==> config.mk <==
export PLATFORM = sky130hd
export DESIGN_NAME = ps2_cmd_arbiter_flat
export DESIGN_NICKNAME = d
export VERILOG_FILES = /design/src/rtl/ps2_cmd_arbiter_if.sv /design/src/rtl/ps2_cmd_arbiter.sv /design/src/flat_wrapper.sv
export SDC_FILE = /design/constraint.sdc
export NUM_CORES = 1
export LEC_CHECK = 0
export CAP_MARGIN = 20
export CORE_MARGIN = 3
export CORE_UTILIZATION = 55
export DETAILED_ROUTE_END_ITERATION = 10
export PLACE_DENSITY_LB_ADDON = 0.2
export SETUP_SLACK_MARGIN = 0.05
export SYNTH_ARGS = -nofsm -noshare
export SYNTH_HDL_FRONTEND = slang
export SYNTH_SLANG_ARGS = --single-unit
==> constraint.sdc <==
create_clock -name clk -period 5.3 [get_ports clk]
set_input_delay 0.795 -clock clk [delete_from_list [all_inputs] [get_ports clk]]
set_output_delay 0.795 -clock clk [all_outputs]
set_load 0.005 [all_outputs]
==> src/rtl/ps2_cmd_arbiter_if.sv <==
// ---------------------------------------------------------------------------
// ps2_cmd_arbiter_if
// Bundles the requester handshakes, the PS/2 shifter byte link and the
// completion report of ps2_cmd_arbiter.
//   slave  : the arbiter side (consumes requests / rx, drives tx / done)
//   master : the environment side (requesters, shifter, device model)
// ---------------------------------------------------------------------------
interface ps2_cmd_arbiter_if;
    // requester 0
    logic        req0_valid;
    logic [7:0]  req0_cmd;
    logic [7:0]  req0_arg;
    logic        req0_has_arg;
    logic [1:0]  req0_rxlen;
    logic        req0_ready;
    // requester 1
    logic        req1_valid;
    logic [7:0]  req1_cmd;
    logic [7:0]  req1_arg;
    logic        req1_has_arg;
    logic [1:0]  req1_rxlen;
    logic        req1_ready;
    // PS/2 byte shifter link
    logic        tx_start;
    logic [7:0]  tx_byte;
    logic        tx_done;
    logic        rx_valid;
    logic [7:0]  rx_byte;
    logic        rx_owned;
    // status / completion
    logic        busy;
    logic        done;
    logic        done_id;
    logic        err;
    logic [1:0]  err_code;
    logic [23:0] resp;

    modport slave (
        input  req0_valid, req0_cmd, req0_arg, req0_has_arg, req0_rxlen,
        input  req1_valid, req1_cmd, req1_arg, req1_has_arg, req1_rxlen,
        input  tx_done, rx_valid, rx_byte,
        output req0_ready, req1_ready,
        output tx_start, tx_byte, rx_owned,
        output busy, done, done_id, err, err_code, resp
    );

    modport master (
        output req0_valid, req0_cmd, req0_arg, req0_has_arg, req0_rxlen,
        output req1_valid, req1_cmd, req1_arg, req1_has_arg, req1_rxlen,
        output tx_done, rx_valid, rx_byte,
        input  req0_ready, req1_ready,
        input  tx_start, tx_byte, rx_owned,
        input  busy, done, done_id, err, err_code, resp
    );
endinterface

==> src/rtl/ps2_cmd_arbiter.sv <==
// ---------------------------------------------------------------------------
// ps2_cmd_arbiter
// Shares one PS/2 host-to-device byte link between two command requesters.
// A granted request sends its command byte (and optional argument byte),
// checks each for ACK 0xFA, retries on 0xFE up to RETRIES times, aborts on
// 0xFC or on a per-byte timeout, collects up to 3 response bytes and then
// pulses done with an error code.
//
// Ports:
//   clk      28 MHz clock
//   _reset   asynchronous active-low reset
//   clk7_en  clock enable; all state advances only when high
//   bus      ps2_cmd_arbiter_if.slave (requests, tx/rx byte link, status)
//
// All outputs are registered; pulses last exactly one enable cycle.
// ---------------------------------------------------------------------------
module ps2_cmd_arbiter #(
    parameter int TOUT_W  = 16,
    parameter int RETRIES = 3
) (
    input  logic              clk,
    input  logic              _reset,
    input  logic              clk7_en,
    ps2_cmd_arbiter_if.slave  bus
);

    // retry counter is at least 2 bits so the width arithmetic stays valid
    localparam int RW = ($clog2(RETRIES + 1) < 2) ? 2 : $clog2(RETRIES + 1);
    localparam logic [RW-1:0]     RETRY_MAX = RW'(RETRIES);
    localparam logic [RW-1:0]     RETRY_ONE = RW'(1);
    localparam logic [TOUT_W-1:0] TOUT_ALL  = {TOUT_W{1'b1}};
    localparam logic [TOUT_W-1:0] TOUT_ONE  = TOUT_W'(1);
    localparam logic [TOUT_W-1:0] TOUT_ZERO = {TOUT_W{1'b0}};

    localparam logic [1:0] CODE_OK      = 2'b00;
    localparam logic [1:0] CODE_TIMEOUT = 2'b01;
    localparam logic [1:0] CODE_RESEND  = 2'b10;
    localparam logic [1:0] CODE_DEVFAIL = 2'b11;

    typedef enum logic [2:0] {
        S_IDLE = 3'd0,
        S_SEND = 3'd1,
        S_WTX  = 3'd2,
        S_ACK  = 3'd3,
        S_RESP = 3'd4,
        S_FIN  = 3'd5
    } state_t;

    state_t state_r, state_s;
    logic [1:0] fin_code_s;

    // latched request and transaction bookkeeping
    logic [7:0]        cmd_r, cmd_s;
    logic [7:0]        arg_r, arg_s;
    logic              has_arg_r, has_arg_s;
    logic [1:0]        rxlen_r, rxlen_s;
    logic              id_r, id_s;
    logic              last_r, last_s;     // id granted last (round robin)
    logic              phase_r, phase_s;   // 0 = command byte, 1 = argument byte
    logic [RW-1:0]     retry_r, retry_s;
    logic [TOUT_W-1:0] tout_r, tout_s;
    logic [1:0]        rxcnt_r, rxcnt_s;
    logic [23:0]       resp_r, resp_s;

    // registered outputs
    logic       ready0_r, ready0_s;
    logic       ready1_r, ready1_s;
    logic       tx_start_r, tx_start_s;
    logic [7:0] tx_byte_r, tx_byte_s;
    logic       busy_r, busy_s;
    logic       done_r, done_s;
    logic       done_id_r, done_id_s;
    logic       err_r, err_s;
    logic [1:0] err_code_r, err_code_s;

    // event decode
    logic grant0_s, grant1_s, grant_s;
    logic rx_fa_s, rx_fe_s, rx_fc_s, tout_hit_s;

    assign grant0_s   = (state_r == S_IDLE) && bus.req0_valid && (!bus.req1_valid || last_r);
    assign grant1_s   = (state_r == S_IDLE) && bus.req1_valid && (!bus.req0_valid || !last_r);
    assign grant_s    = grant0_s || grant1_s;
    assign rx_fa_s    = bus.rx_valid && (bus.rx_byte == 8'hFA);
    assign rx_fe_s    = bus.rx_valid && (bus.rx_byte == 8'hFE);
    assign rx_fc_s    = bus.rx_valid && (bus.rx_byte == 8'hFC);
    assign tout_hit_s = (tout_r == TOUT_ALL);

    // State register: advances only on enable cycles.
    always_ff @(posedge clk or negedge _reset) begin
        if (!_reset) begin
            state_r <= S_IDLE;
        end else if (clk7_en) begin
            state_r <= state_s;
        end
    end

    // Next-state logic plus the completion code carried into FIN.
    // A received byte or tx_done is checked before the timeout so it wins.
    always_comb begin
        state_s    = state_r;
        fin_code_s = CODE_OK;
        case (state_r)
            S_IDLE: begin
                if (grant_s) state_s = S_SEND;
                else         state_s = S_IDLE;
            end
            S_SEND: state_s = S_WTX;
            S_WTX: begin
                if (bus.tx_done) begin
                    state_s = S_ACK;
                end else if (tout_hit_s) begin
                    state_s    = S_FIN;
                    fin_code_s = CODE_TIMEOUT;
                end else begin
                    state_s = S_WTX;
                end
            end
            S_ACK: begin
                if (rx_fa_s) begin
                    if (!phase_r && has_arg_r) state_s = S_SEND;
                    else if (rxlen_r != 2'd0)  state_s = S_RESP;
                    else                       state_s = S_FIN;
                end else if (rx_fe_s) begin
                    if (retry_r < RETRY_MAX) begin
                        state_s = S_SEND;
                    end else begin
                        state_s    = S_FIN;
                        fin_code_s = CODE_RESEND;
                    end
                end else if (rx_fc_s) begin
                    state_s    = S_FIN;
                    fin_code_s = CODE_DEVFAIL;
                end else if (bus.rx_valid) begin
                    state_s = S_ACK;            // stray stream byte
                end else if (tout_hit_s) begin
                    state_s    = S_FIN;
                    fin_code_s = CODE_TIMEOUT;
                end else begin
                    state_s = S_ACK;
                end
            end
            S_RESP: begin
                if (bus.rx_valid) begin
                    if ((rxcnt_r + 2'd1) == rxlen_r) state_s = S_FIN;
                    else                             state_s = S_RESP;
                end else if (tout_hit_s) begin
                    state_s    = S_FIN;
                    fin_code_s = CODE_TIMEOUT;
                end else begin
                    state_s = S_RESP;
                end
            end
            S_FIN:   state_s = S_IDLE;
            default: state_s = S_IDLE;
        endcase
    end

    // Datapath and output next values; outputs are computed from the next
    // state so each registered pulse lines up with the state it belongs to.
    always_comb begin
        cmd_s     = cmd_r;
        arg_s     = arg_r;
        has_arg_s = has_arg_r;
        rxlen_s   = rxlen_r;
        id_s      = id_r;
        last_s    = last_r;
        phase_s   = phase_r;
        retry_s   = retry_r;
        rxcnt_s   = rxcnt_r;
        resp_s    = resp_r;
        tout_s    = tout_r;
        case (state_r)
            S_IDLE: begin
                tout_s = TOUT_ZERO;
                if (grant_s) begin
                    id_s      = grant1_s;
                    last_s    = grant1_s;
                    cmd_s     = grant1_s ? bus.req1_cmd     : bus.req0_cmd;
                    arg_s     = grant1_s ? bus.req1_arg     : bus.req0_arg;
                    has_arg_s = grant1_s ? bus.req1_has_arg : bus.req0_has_arg;
                    rxlen_s   = grant1_s ? bus.req1_rxlen   : bus.req0_rxlen;
                    phase_s   = 1'b0;
                    retry_s   = {RW{1'b0}};
                    rxcnt_s   = 2'd0;
                    resp_s    = 24'h000000;
                end else begin
                    id_s = id_r;
                end
            end
            S_SEND: tout_s = TOUT_ZERO;
            S_WTX: begin
                if (bus.tx_done)      tout_s = TOUT_ZERO;
                else if (!tout_hit_s) tout_s = tout_r + TOUT_ONE;
                else                  tout_s = tout_r;
            end
            S_ACK: begin
                if (rx_fa_s) begin
                    tout_s  = TOUT_ZERO;
                    retry_s = {RW{1'b0}};
                    if (!phase_r && has_arg_r) phase_s = 1'b1;
                    else                       phase_s = phase_r;
                end else if (rx_fe_s) begin
                    tout_s = TOUT_ZERO;
                    if (retry_r < RETRY_MAX) retry_s = retry_r + RETRY_ONE;
                    else                     retry_s = retry_r;
                end else if (!tout_hit_s) begin
                    tout_s = tout_r + TOUT_ONE;
                end else begin
                    tout_s = tout_r;
                end
            end
            S_RESP: begin
                if (bus.rx_valid) begin
                    tout_s  = TOUT_ZERO;
                    rxcnt_s = rxcnt_r + 2'd1;
                    case (rxcnt_r)
                        2'd0:    resp_s[7:0]   = bus.rx_byte;
                        2'd1:    resp_s[15:8]  = bus.rx_byte;
                        2'd2:    resp_s[23:16] = bus.rx_byte;
                        default: resp_s        = resp_r;
                    endcase
                end else if (!tout_hit_s) begin
                    tout_s = tout_r + TOUT_ONE;
                end else begin
                    tout_s = tout_r;
                end
            end
            S_FIN:   tout_s = TOUT_ZERO;
            default: tout_s = TOUT_ZERO;
        endcase

        ready0_s   = grant0_s;
        ready1_s   = grant1_s;
        tx_start_s = (state_s == S_SEND);
        busy_s     = (state_s != S_IDLE);
        done_s     = (state_s == S_FIN);
        if (state_s == S_SEND) tx_byte_s = phase_s ? arg_s : cmd_s;
        else                   tx_byte_s = tx_byte_r;
        if (state_s == S_FIN) begin
            err_code_s = fin_code_s;
            err_s      = (fin_code_s != CODE_OK);
            done_id_s  = id_s;
        end else begin
            err_code_s = CODE_OK;
            err_s      = 1'b0;
            done_id_s  = 1'b0;
        end
    end

    // Datapath and output registers.
    always_ff @(posedge clk or negedge _reset) begin
        if (!_reset) begin
            cmd_r      <= 8'h00;
            arg_r      <= 8'h00;
            has_arg_r  <= 1'b0;
            rxlen_r    <= 2'd0;
            id_r       <= 1'b0;
            last_r     <= 1'b1;        // requester 0 wins the first tie
            phase_r    <= 1'b0;
            retry_r    <= {RW{1'b0}};
            rxcnt_r    <= 2'd0;
            resp_r     <= 24'h000000;
            tout_r     <= TOUT_ZERO;
            ready0_r   <= 1'b0;
            ready1_r   <= 1'b0;
            tx_start_r <= 1'b0;
            tx_byte_r  <= 8'h00;
            busy_r     <= 1'b0;
            done_r     <= 1'b0;
            done_id_r  <= 1'b0;
            err_r      <= 1'b0;
            err_code_r <= 2'b00;
        end else if (clk7_en) begin
            cmd_r      <= cmd_s;
            arg_r      <= arg_s;
            has_arg_r  <= has_arg_s;
            rxlen_r    <= rxlen_s;
            id_r       <= id_s;
            last_r     <= last_s;
            phase_r    <= phase_s;
            retry_r    <= retry_s;
            rxcnt_r    <= rxcnt_s;
            resp_r     <= resp_s;
            tout_r     <= tout_s;
            ready0_r   <= ready0_s;
            ready1_r   <= ready1_s;
            tx_start_r <= tx_start_s;
            tx_byte_r  <= tx_byte_s;
            busy_r     <= busy_s;
            done_r     <= done_s;
            done_id_r  <= done_id_s;
            err_r      <= err_s;
            err_code_r <= err_code_s;
        end
    end

    assign bus.req0_ready = ready0_r;
    assign bus.req1_ready = ready1_r;
    assign bus.tx_start   = tx_start_r;
    assign bus.tx_byte    = tx_byte_r;
    assign bus.rx_owned   = busy_r;
    assign bus.busy       = busy_r;
    assign bus.done       = done_r;
    assign bus.done_id    = done_id_r;
    assign bus.err        = err_r;
    assign bus.err_code   = err_code_r;
    assign bus.resp       = resp_r;

endmodule
==> src/flat_wrapper.sv <==
// flat-port wrapper written by rule: the top's interface ports become plain ports
module ps2_cmd_arbiter_flat 
#(
    parameter int TOUT_W  = 16,
    parameter int RETRIES = 3
)
  (clk, _reset, clk7_en, bus_req0_valid, bus_req0_cmd, bus_req0_arg, bus_req0_has_arg, bus_req0_rxlen, bus_req1_valid, bus_req1_cmd, bus_req1_arg, bus_req1_has_arg, bus_req1_rxlen, bus_tx_done, bus_rx_valid, bus_rx_byte, bus_req0_ready, bus_req1_ready, bus_tx_start, bus_tx_byte, bus_rx_owned, bus_busy, bus_done, bus_done_id, bus_err, bus_err_code, bus_resp);
  ps2_cmd_arbiter_if bus_i ();
  input  logic clk;
  input  logic _reset;
  input  logic clk7_en;
  input wire logic [$bits(bus_i.req0_valid)-1:0] bus_req0_valid;
  input wire logic [$bits(bus_i.req0_cmd)-1:0] bus_req0_cmd;
  input wire logic [$bits(bus_i.req0_arg)-1:0] bus_req0_arg;
  input wire logic [$bits(bus_i.req0_has_arg)-1:0] bus_req0_has_arg;
  input wire logic [$bits(bus_i.req0_rxlen)-1:0] bus_req0_rxlen;
  input wire logic [$bits(bus_i.req1_valid)-1:0] bus_req1_valid;
  input wire logic [$bits(bus_i.req1_cmd)-1:0] bus_req1_cmd;
  input wire logic [$bits(bus_i.req1_arg)-1:0] bus_req1_arg;
  input wire logic [$bits(bus_i.req1_has_arg)-1:0] bus_req1_has_arg;
  input wire logic [$bits(bus_i.req1_rxlen)-1:0] bus_req1_rxlen;
  input wire logic [$bits(bus_i.tx_done)-1:0] bus_tx_done;
  input wire logic [$bits(bus_i.rx_valid)-1:0] bus_rx_valid;
  input wire logic [$bits(bus_i.rx_byte)-1:0] bus_rx_byte;
  output wire logic [$bits(bus_i.req0_ready)-1:0] bus_req0_ready;
  output wire logic [$bits(bus_i.req1_ready)-1:0] bus_req1_ready;
  output wire logic [$bits(bus_i.tx_start)-1:0] bus_tx_start;
  output wire logic [$bits(bus_i.tx_byte)-1:0] bus_tx_byte;
  output wire logic [$bits(bus_i.rx_owned)-1:0] bus_rx_owned;
  output wire logic [$bits(bus_i.busy)-1:0] bus_busy;
  output wire logic [$bits(bus_i.done)-1:0] bus_done;
  output wire logic [$bits(bus_i.done_id)-1:0] bus_done_id;
  output wire logic [$bits(bus_i.err)-1:0] bus_err;
  output wire logic [$bits(bus_i.err_code)-1:0] bus_err_code;
  output wire logic [$bits(bus_i.resp)-1:0] bus_resp;
  assign bus_i.req0_valid = bus_req0_valid;
  assign bus_i.req0_cmd = bus_req0_cmd;
  assign bus_i.req0_arg = bus_req0_arg;
  assign bus_i.req0_has_arg = bus_req0_has_arg;
  assign bus_i.req0_rxlen = bus_req0_rxlen;
  assign bus_i.req1_valid = bus_req1_valid;
  assign bus_i.req1_cmd = bus_req1_cmd;
  assign bus_i.req1_arg = bus_req1_arg;
  assign bus_i.req1_has_arg = bus_req1_has_arg;
  assign bus_i.req1_rxlen = bus_req1_rxlen;
  assign bus_i.tx_done = bus_tx_done;
  assign bus_i.rx_valid = bus_rx_valid;
  assign bus_i.rx_byte = bus_rx_byte;
  assign bus_req0_ready = bus_i.req0_ready;
  assign bus_req1_ready = bus_i.req1_ready;
  assign bus_tx_start = bus_i.tx_start;
  assign bus_tx_byte = bus_i.tx_byte;
  assign bus_rx_owned = bus_i.rx_owned;
  assign bus_busy = bus_i.busy;
  assign bus_done = bus_i.done;
  assign bus_done_id = bus_i.done_id;
  assign bus_err = bus_i.err;
  assign bus_err_code = bus_i.err_code;
  assign bus_resp = bus_i.resp;
  ps2_cmd_arbiter #(.TOUT_W(TOUT_W), .RETRIES(RETRIES)) u_core (.clk(clk), ._reset(_reset), .clk7_en(clk7_en), .bus(bus_i));
endmodule
==> results of run 1 <==
[sequential cells by signal, indices dropped and copies added, names as in the netlist, 2 cells and up]
register             count
u_core.bus.resp         24
u_core.tout_r           16
u_core.arg_r             8
u_core.bus.tx_byte       8
u_core.cmd_r             8
u_core.state_r           3
u_core.bus.err_code      2
u_core.retry_r           2
u_core.rxcnt_r           2
u_core.rxlen_r           2
[cells in the final DEF, fill, tap and decap left out, types with 6 or more instances in the layout]
master / instances
sky130_fd_sc_hd__inv_1: 12
sky130_fd_sc_hd__a31oi_1: 7
sky130_fd_sc_hd__buf_4: 6
sky130_fd_sc_hd__a21oi_1: 21
sky130_fd_sc_hd__clkbuf_8: 10
sky130_fd_sc_hd__a22oi_1: 8
sky130_fd_sc_hd__mux2i_1: 20
sky130_fd_sc_hd__nor2_1: 18
sky130_fd_sc_hd__dfrtp_1: 85
sky130_fd_sc_hd__mux2_2: 11
sky130_fd_sc_hd__nand3_1: 11
sky130_fd_sc_hd__o21ai_0: 64
sky130_fd_sc_hd__nand2_1: 82
sky130_fd_sc_hd__clkdlybuf4s50_1: 93
[layer usage]
| metal | GRT usage [%] | vias to the layer above | wire length [um] |
|---|---|---|---|
| li1 | - | 1784 | - |
| met1 | 30.94 | 1782 | 4236 |
| met2 | 39.05 | 133 | 4993 |
| met3 | 4.542 | 12 | 669 |
| met4 | 8.534 | 0 | 173 |
| met5 | 0 | - | 0 |
[cells by family (layout without fill, tap and decap cells)]
family / count (synthesis) / after routing / synth area share, %
simple gates: 147 / 147 / 16.76
compound gates: 141 / 141 / 20.00
flops: 86 / 86 / 49.74
buf+inv: 34 / 128 / 3.959
mux: 31 / 31 / 7.486
fa+ha+maj: 5 / 5 / 1.445
xor+xnor: 3 / 3 / 0.6070
[worst paths after layout]
| check | start | end | slack [ns] | cells past startpoint |
|---|---|---|---|---|
| max | bus_rx_valid | u_core.bus.tx_byte[5] | 2.14 | 7 |
| min | _reset | u_core.tout_r[11] | 0.25 | 1 |
| max reg2reg | u_core.state_r[1] | u_core.cmd_r[4] | 2.35 | 5 |
| min reg2reg | u_core.arg_r[3] | u_core.arg_r[3] | 0.48 | 2 |
| max in group asynchronous | _reset | u_core.last_r | 4.43 | 2 |
| min in group clk | u_core.arg_r[3] | u_core.arg_r[3] | 0.48 | 2 |
[worst register-to-register path, delay by kind of cell, from the launching register on]
kind	cells	cell delay (ns)
compound gates	2	0.76
flops	1	0.51
simple gates	3	1.52
[where the power goes]
part / internal (mW) / switching (mW) / leakage, nW
clock network: 0.277 / 0.228 / 0.110
registers: 0.807 / 0.120 / 1.14
logic: 0.325 / 0.303 / 1.23
total: 1.41 / 0.650 / 2.48
[per-stage QoR]
step	instance area (um2)	hold slack, ns	cells	util (%)
2_1_floorplan	4329	0.4335	447	-
3_3_place_gp	5288	0.4505	621	71.00
3_5_place_dp	5288	0.4700	621	71.00
4_1_cts	5503	0.4874	637	73.89
5_1_grt	5545	0.2455	640	74.46
6_report	5545	0.2543	640	74.46
[cell type report]
type / count / share of cell area (%)
multi-input cells: 327 / 36.15
repair buffers: 100 / 18.10
clock buffers: 12 / 2.617
inverters: 12 / 0.8123
well taps: 99 / 2.234
clock inverters: 4 / 1.264
flip-flops and latches: 86 / 38.83
==> summary.txt, run 1 <==
Status
  • Outcome: finished clean

GRT
  • Via count of the first global-routing pass: ~3500
  • Maximum number of pins on one net before global-route repair: between 80 and 90
  • Overall track demand over capacity in global routing: 23.60%
  • GRT overflow: 0
  • First-pass GRT wire length: 16680 um
  • Initial antenna violation count: 0

STA
  • Setup total negative slack: 0 ns
  • Final worst setup slack: 2.137 ns
  • Final period demand of the worst path: 3.163 ns
  • Transition time of the tightest slew-check pin: 1.029 ns
  • Final cycle utilization of the critical path: 59.68%
  • Achievable Freq: 316.1 MHz
  • Setup violation total in the final timing report: 0
  • Remaining max-slew budget at the tightest pin: 31.26%
  • Max-slew violation count: 0
  • Setup repair after global routing missed its margin: no
  • Worst setup skew after layout: 0.01128 ns
  • Final hold violation count: 0

CTS
  • Number of resized instances in the post-cts repair step: 0
  • Worst-case clock buffer depth: 2
  • Cell at the root of the clock tree: sky130_fd_sc_hd__clkbuf_8
  • Number of H-tree branching levels: 3
  • Clock input transition at the sequential cells of the worst setup and hold paths: ~0.08 ns
  • Later-pin clock latency in the skew report: about 0.36 ns
  • Clock tree from TritonCTS: yes
  • Clock sinks: between 80 and 90
  • CTS buffer count: 9
  • Buffers inserted by post-CTS timing repair: 0
  • Number of buffers inserted for hold repair after clock tree synthesis: 0

Worst setup path
  • Worst Path Buf+Inv: 1
  • Cell with the biggest individual delay on the critical path: sky130_fd_sc_hd__clkdlybuf4s50_1
  • Element type at the critical path start: input port
  • Critical path endpoint category: flip-flop
  • Cell-by-cell listing of the critical path: clkdlybuf4s50_1, nand4_1, o311ai_0, a21oi_2, a211oi_4, nor3b_4, mux2_2
  • Delay-heaviest family, CP: compound AO/OA/AOI/OAI gates
  • Required arrival time at the worst endpoint: 5.54 ns
  • Start-to-end type of the worst setup path: in2reg
  • Arrival time worst endpoint: 3.40 ns
  • Max FO, Critical Path: 9
  • Max stage delay on crit path: 0.54 ns

Drt
  • DRC errors left: 0
  • Iteration-0 DRC count of the detailed router: 265
  • Via total after detailed routing: 3711
  • Number of iterations in the first detailed-routing pass: 5
  • Wirelength per Cell: roughly 16 um
  • Final antenna-violating net count: 0
  • Post-detailed-route via-to-cell ratio: 5.798
  • Routed wire length: about 10000 um

Synth
  • Most common library cells after synthesis: sky130_fd_sc_hd__dfrtp_1, sky130_fd_sc_hd__nand2_1, sky130_fd_sc_hd__o21ai_0
  • Distinct cell type count of the synthesized netlist: 62
  • Number of flops mapped to enable cells by yosys: 0
  • Gate Count Post-Synth: between 400 and 500
  • Ranking of synthesized cells by area: sky130_fd_sc_hd__dfrtp_1, sky130_fd_sc_hd__o21ai_0, sky130_fd_sc_hd__nand2_1
  • Async set-reset flop share out of synthesis: 100.0%
  • Top cell type by total area after synthesis: sky130_fd_sc_hd__dfrtp_1
  • Number of warnings reported in the yosys synthesis log: 0
  • Flop and latch count out of synthesis: 86
  • Cell with the most instances after synthesis: sky130_fd_sc_hd__dfrtp_1
  • Dominant synthesized flop cell: sky130_fd_sc_hd__dfrtp_1
  • Mean instance size in the synthesized netlist: 9.685 um2
  • Sequential element share of the synthesized area: 49.74%
  • Area share of the leading cell type in the synthesized netlist: about half
  • Cell area after synthesis: between 4000 and 5000 um2
  • Nets in the synthesized netlist: 505

Run
  • Number of maximum-capacitance violations: 0

Floorplanning
  • Boundary Pins: between 90 and 100
  • Die width: 94.72 um
  • Die Footprint: around 9000 um2
  • # rows: 31
  • Initial Utilization: 58.13%
  • Area of the core region: between 7000 and 8000 um2
  • Die Ht: 94.72 um

Placed design
  • Port Buffer Count: 94
  • Setup WS pre-CTS: 1.756 ns
  • Dpl hpwl: between 7000 and 8000 um
  • Final weighted congestion of routability-driven global placement: 0.9825

Pwr
  • Lkg Pwr: 2.481 nW
  • PnR Total Power: 2.059 mW
  • PwrDens: 371.4 nW/um2
  • Max rail drop VDD: between 0.0002 and 0.00025 V

Layout
  • Area used by multi-input combinational logic: around 2000 um2
  • Relative area change from synthesis to final layout: 28.09%
  • Number of inserted filler cells in the final layout: 564
  • Area taken by flip-flops and latches: 2153 um2
  • Diode insertion count for antenna repair: 0
  • # nets final: 594
  • Proportion of layout cells with a drive suffix above 1: under 10%

Hold path
  • Path type of the worst min-delay path: in2async
No activity file was read; power rests on OpenSTA's default activity.
==> run 2, diff against run 1 <==
Settings changed: CORE_UTILIZATION 55 to 46.
Clock period 5.3 ns to 2.72 ns, I/O delays scaled along.
==> run 2 against run 1 <==
Against the previous run:
- clock skew up 0.0033 ns
- the flow now finishes with violations (negative hold slack)
- global-route usage fell by 3.3 points
- critical path depth rose by 2
- flip-flop and latch count unchanged
==> summary.txt, run 2 (synthesis results as in run 1) <==
Status
  • Outcome: finished, violations left (was finished clean)
  • Failing checks: negative hold slack

Drt
  • Final antenna-violating net count: 0 (unchanged)
  • Iteration-0 DRC count of the detailed router: 150 (was 265)
  • DRC errors left: 0 (unchanged)
  • Number of iterations in the first detailed-routing pass: 5 (unchanged)
  • Wirelength per Cell: 15.70 um (was 15.74 um)
  • Routed wire length: 10440 um (was 10070 um)
  • Post-detailed-route via-to-cell ratio: 5.609 (was 5.798)
  • Via total after detailed routing: 3730 (was 3711)

GRT
  • Overall track demand over capacity in global routing: 20.33% (was 23.60%)
  • Met2 Usage GRT: 32.12% (was 39.05%)
  • Maximum number of pins on one net before global-route repair: 51 (was 87)
  • First-pass GRT wire length: 16920 um (was 16680 um)
  • Via count of the first global-routing pass: 3490 (was 3545)
  • Busiest layer in global routing: met2 (unchanged)
  • Initial antenna violation count: 0 (unchanged)
  • Global Route met3 Usage: 4.871% (was 4.542%)
  • GRT overflow: 0 (unchanged)
  • Met1 routing resource usage after global routing: 27.38% (was 30.94%)

Worst setup path
  • Start-to-end type of the worst setup path: reg2reg (was in2reg)
  • Required arrival time at the worst endpoint: 2.96 ns (was 5.54 ns)
  • Element type at the critical path start: flip-flop (was input port)
  • Max FO, Critical Path: 9 (unchanged)
  • Critical path endpoint category: flip-flop (unchanged)
  • Arrival time worst endpoint: 2.69 ns (was 3.40 ns)

Pwr
  • PnR Total Power: 3.904 mW (was 2.059 mW)
  • PwrDens: 691.4 nW/um2 (was 371.4 nW/um2)
  • Lkg Pwr: 2.541 nW (was 2.481 nW)
  • Max rail drop VDD: 0.0003579 V (was 0.0002176 V)

CTS
  • Clock input transition at the sequential cells of the worst setup and hold paths: 0.09 ns (was 0.08 ns)
  • Clock tree from TritonCTS: yes (unchanged)
  • Buffers inserted by post-CTS timing repair: 0 (unchanged)
  • Number of resized instances in the post-cts repair step: 0 (unchanged)
  • Clock sinks: 86 (unchanged)
  • Cell at the root of the clock tree: sky130_fd_sc_hd__clkbuf_8 (unchanged)
  • Number of buffers inserted for hold repair after clock tree synthesis: 0 (unchanged)
  • Later-pin clock latency in the skew report: 0.36 ns (about the same)
  • CTS buffer count: 9 (unchanged)
  • Worst-case clock buffer depth: 2 (unchanged)
  • Number of H-tree branching levels: 3 (unchanged)

Hold path
  • Path type of the worst min-delay path: in2async (unchanged)

Placed design
  • Final weighted congestion of routability-driven global placement: 0.8615 (was 0.9825)
  • Port Buffer Count: 94 (unchanged)
  • Dpl hpwl: 7688 um (was 7240 um)
  • Setup WS pre-CTS: -0.008987 ns (was 1.756 ns)

STA
  • Max-slew violation count: 0 (unchanged)
  • Achievable Freq: 408.1 MHz
  • Setup total negative slack: 0 ns (unchanged)
  • Final hold violation count: 1 (was 0)
  • Final period demand of the worst path: 2.450 ns
  • Setup repair after global routing missed its margin: no (unchanged)
  • Final worst setup slack: 0.2696 ns (was 2.137 ns)
  • Worst setup skew after layout: 0.01456 ns (was 0.01128 ns)
  • Worst slack on hold paths: -0.002873 ns (was 0.2543 ns)
  • Remaining max-slew budget at the tightest pin: 35.12% (was 31.26%)
  • Final cycle utilization of the critical path: 90.09%
  • Transition time of the tightest slew-check pin: 0.9667 ns (was 1.029 ns)
  • Setup violation total in the final timing report: 0 (unchanged)

Layout
  • # nets final: 610 (was 594)
  • Leading cell types in the layout, fill and taps excluded: sky130_fd_sc_hd__clkdlybuf4s50_1, sky130_fd_sc_hd__dfrtp_1, sky130_fd_sc_hd__nand2_1 (unchanged)
  • Relative area change from synthesis to final layout: 30.43% (was 28.09%)
  • Largest register FFs: 24 (unchanged)
  • Proportion of layout cells with a drive suffix above 1: 11.67% (was 9.057%)
  • Diode insertion count for antenna repair: 0 (unchanged)
  • Final core area utilization: 63.21% (was 74.46%)
  • Most common cell after layout, fill and taps aside: sky130_fd_sc_hd__clkdlybuf4s50_1 (unchanged)

Floorplanning
  • Die Ht: 103.0 um (was 94.72 um)
  • Die Footprint: 10610 um2 (was 8972 um2)
  • Boundary Pins: 95 (unchanged)
  • Die width: 103.0 um (was 94.72 um)
  • Initial Utilization: 48.46% (was 58.13%)
  • # rows: 34 (was 31)
  • Area of the core region: 8934 um2 (was 7447 um2)

Run
  • Number of maximum-capacitance violations: 0 (unchanged)
run 2: cell count changes in the layout (fill, tap and decap cells not counted):
| cell | before | now |
|---|---|---|
| sky130_fd_sc_hd__clkinv_2 | 2 | 3 |
| sky130_fd_sc_hd__buf_16 | 1 | 0 |
| sky130_fd_sc_hd__buf_4 | 6 | 20 |
| sky130_fd_sc_hd__buf_12 | 0 | 3 |
| sky130_fd_sc_hd__bufinv_16 | 2 | 0 |
| sky130_fd_sc_hd__clkinvlp_4 | 0 | 1 |
run 2: area by class of cell:
cell class | count | area (um2)
clock buffer | 12 | 145.1
clock inverter | 4 | 22.52
fill | 751 | 3287
inverter | 12 | 45.04
multi-input combinational | 327 | 2004
sequential | 86 | 2153
tap | 108 | 135.1
timing repair buffer | 116 | 1141
run 2: power breakdown:
group | switching, mW | internal (mW) | leakage (nW)
logic | 0.593 | 0.703 | 1.32
clock network | 0.447 | 0.353 | 0.0861
registers | 0.236 | 1.57 | 1.14
run 2: through the flow:
step | hold slack, ns | std cells | area, um2
after floorplan | 0.1124 | 447 | 4329
after global placement | 0.4043 | 649 | 5479
final | -0.002873 | 665 | 5647
after detailed placement | 0.4133 | 649 | 5479
after global routing | 0.02870 | 665 | 5647
after CTS | 0.01910 | 665 | 5647
run 2: path summary, 6_finish.rpt:
check / slack [ns] / end / depth (start not counted) / start
max in group asynchronous: 2.04 / u_core.last_r / 2 / _reset
setup / recovery: 0.27 / u_core.bus.tx_byte[3] / 9 / u_core.rxcnt_r[0]
hold reg to reg: 0.47 / u_core.id_r / 2 / u_core.id_r
hold / removal: -0.003 / u_core.tout_r[5] / 1 / _reset
min in group clk: 0.47 / u_core.id_r / 2 / u_core.id_r
setup reg to reg: 0.27 / u_core.bus.tx_byte[3] / 9 / u_core.rxcnt_r[0]
run 2: worst max-delay path, cell delays in order, from the launching register on:
cell and delay (ns):
sky130_fd_sc_hd__dfrtp_1 0.39, sky130_fd_sc_hd__inv_1 0.10, sky130_fd_sc_hd__ha_1 0.33, sky130_fd_sc_hd__xor2_1 0.15
sky130_fd_sc_hd__o41ai_1 0.37, sky130_fd_sc_hd__a221oi_1 0.10, sky130_fd_sc_hd__buf_4 0.18, sky130_fd_sc_hd__nor3b_4 0.21
sky130_fd_sc_hd__buf_12 0.16, sky130_fd_sc_hd__mux2_2 0.33
run 2: metal layers:
metal | vias to the layer above | routed length [um]
met5 | - | 0
met4 | 0 | 171
met3 | 16 | 661
met2 | 120 | 5027
met1 | 1780 | 4580
li1 | 1814 | -
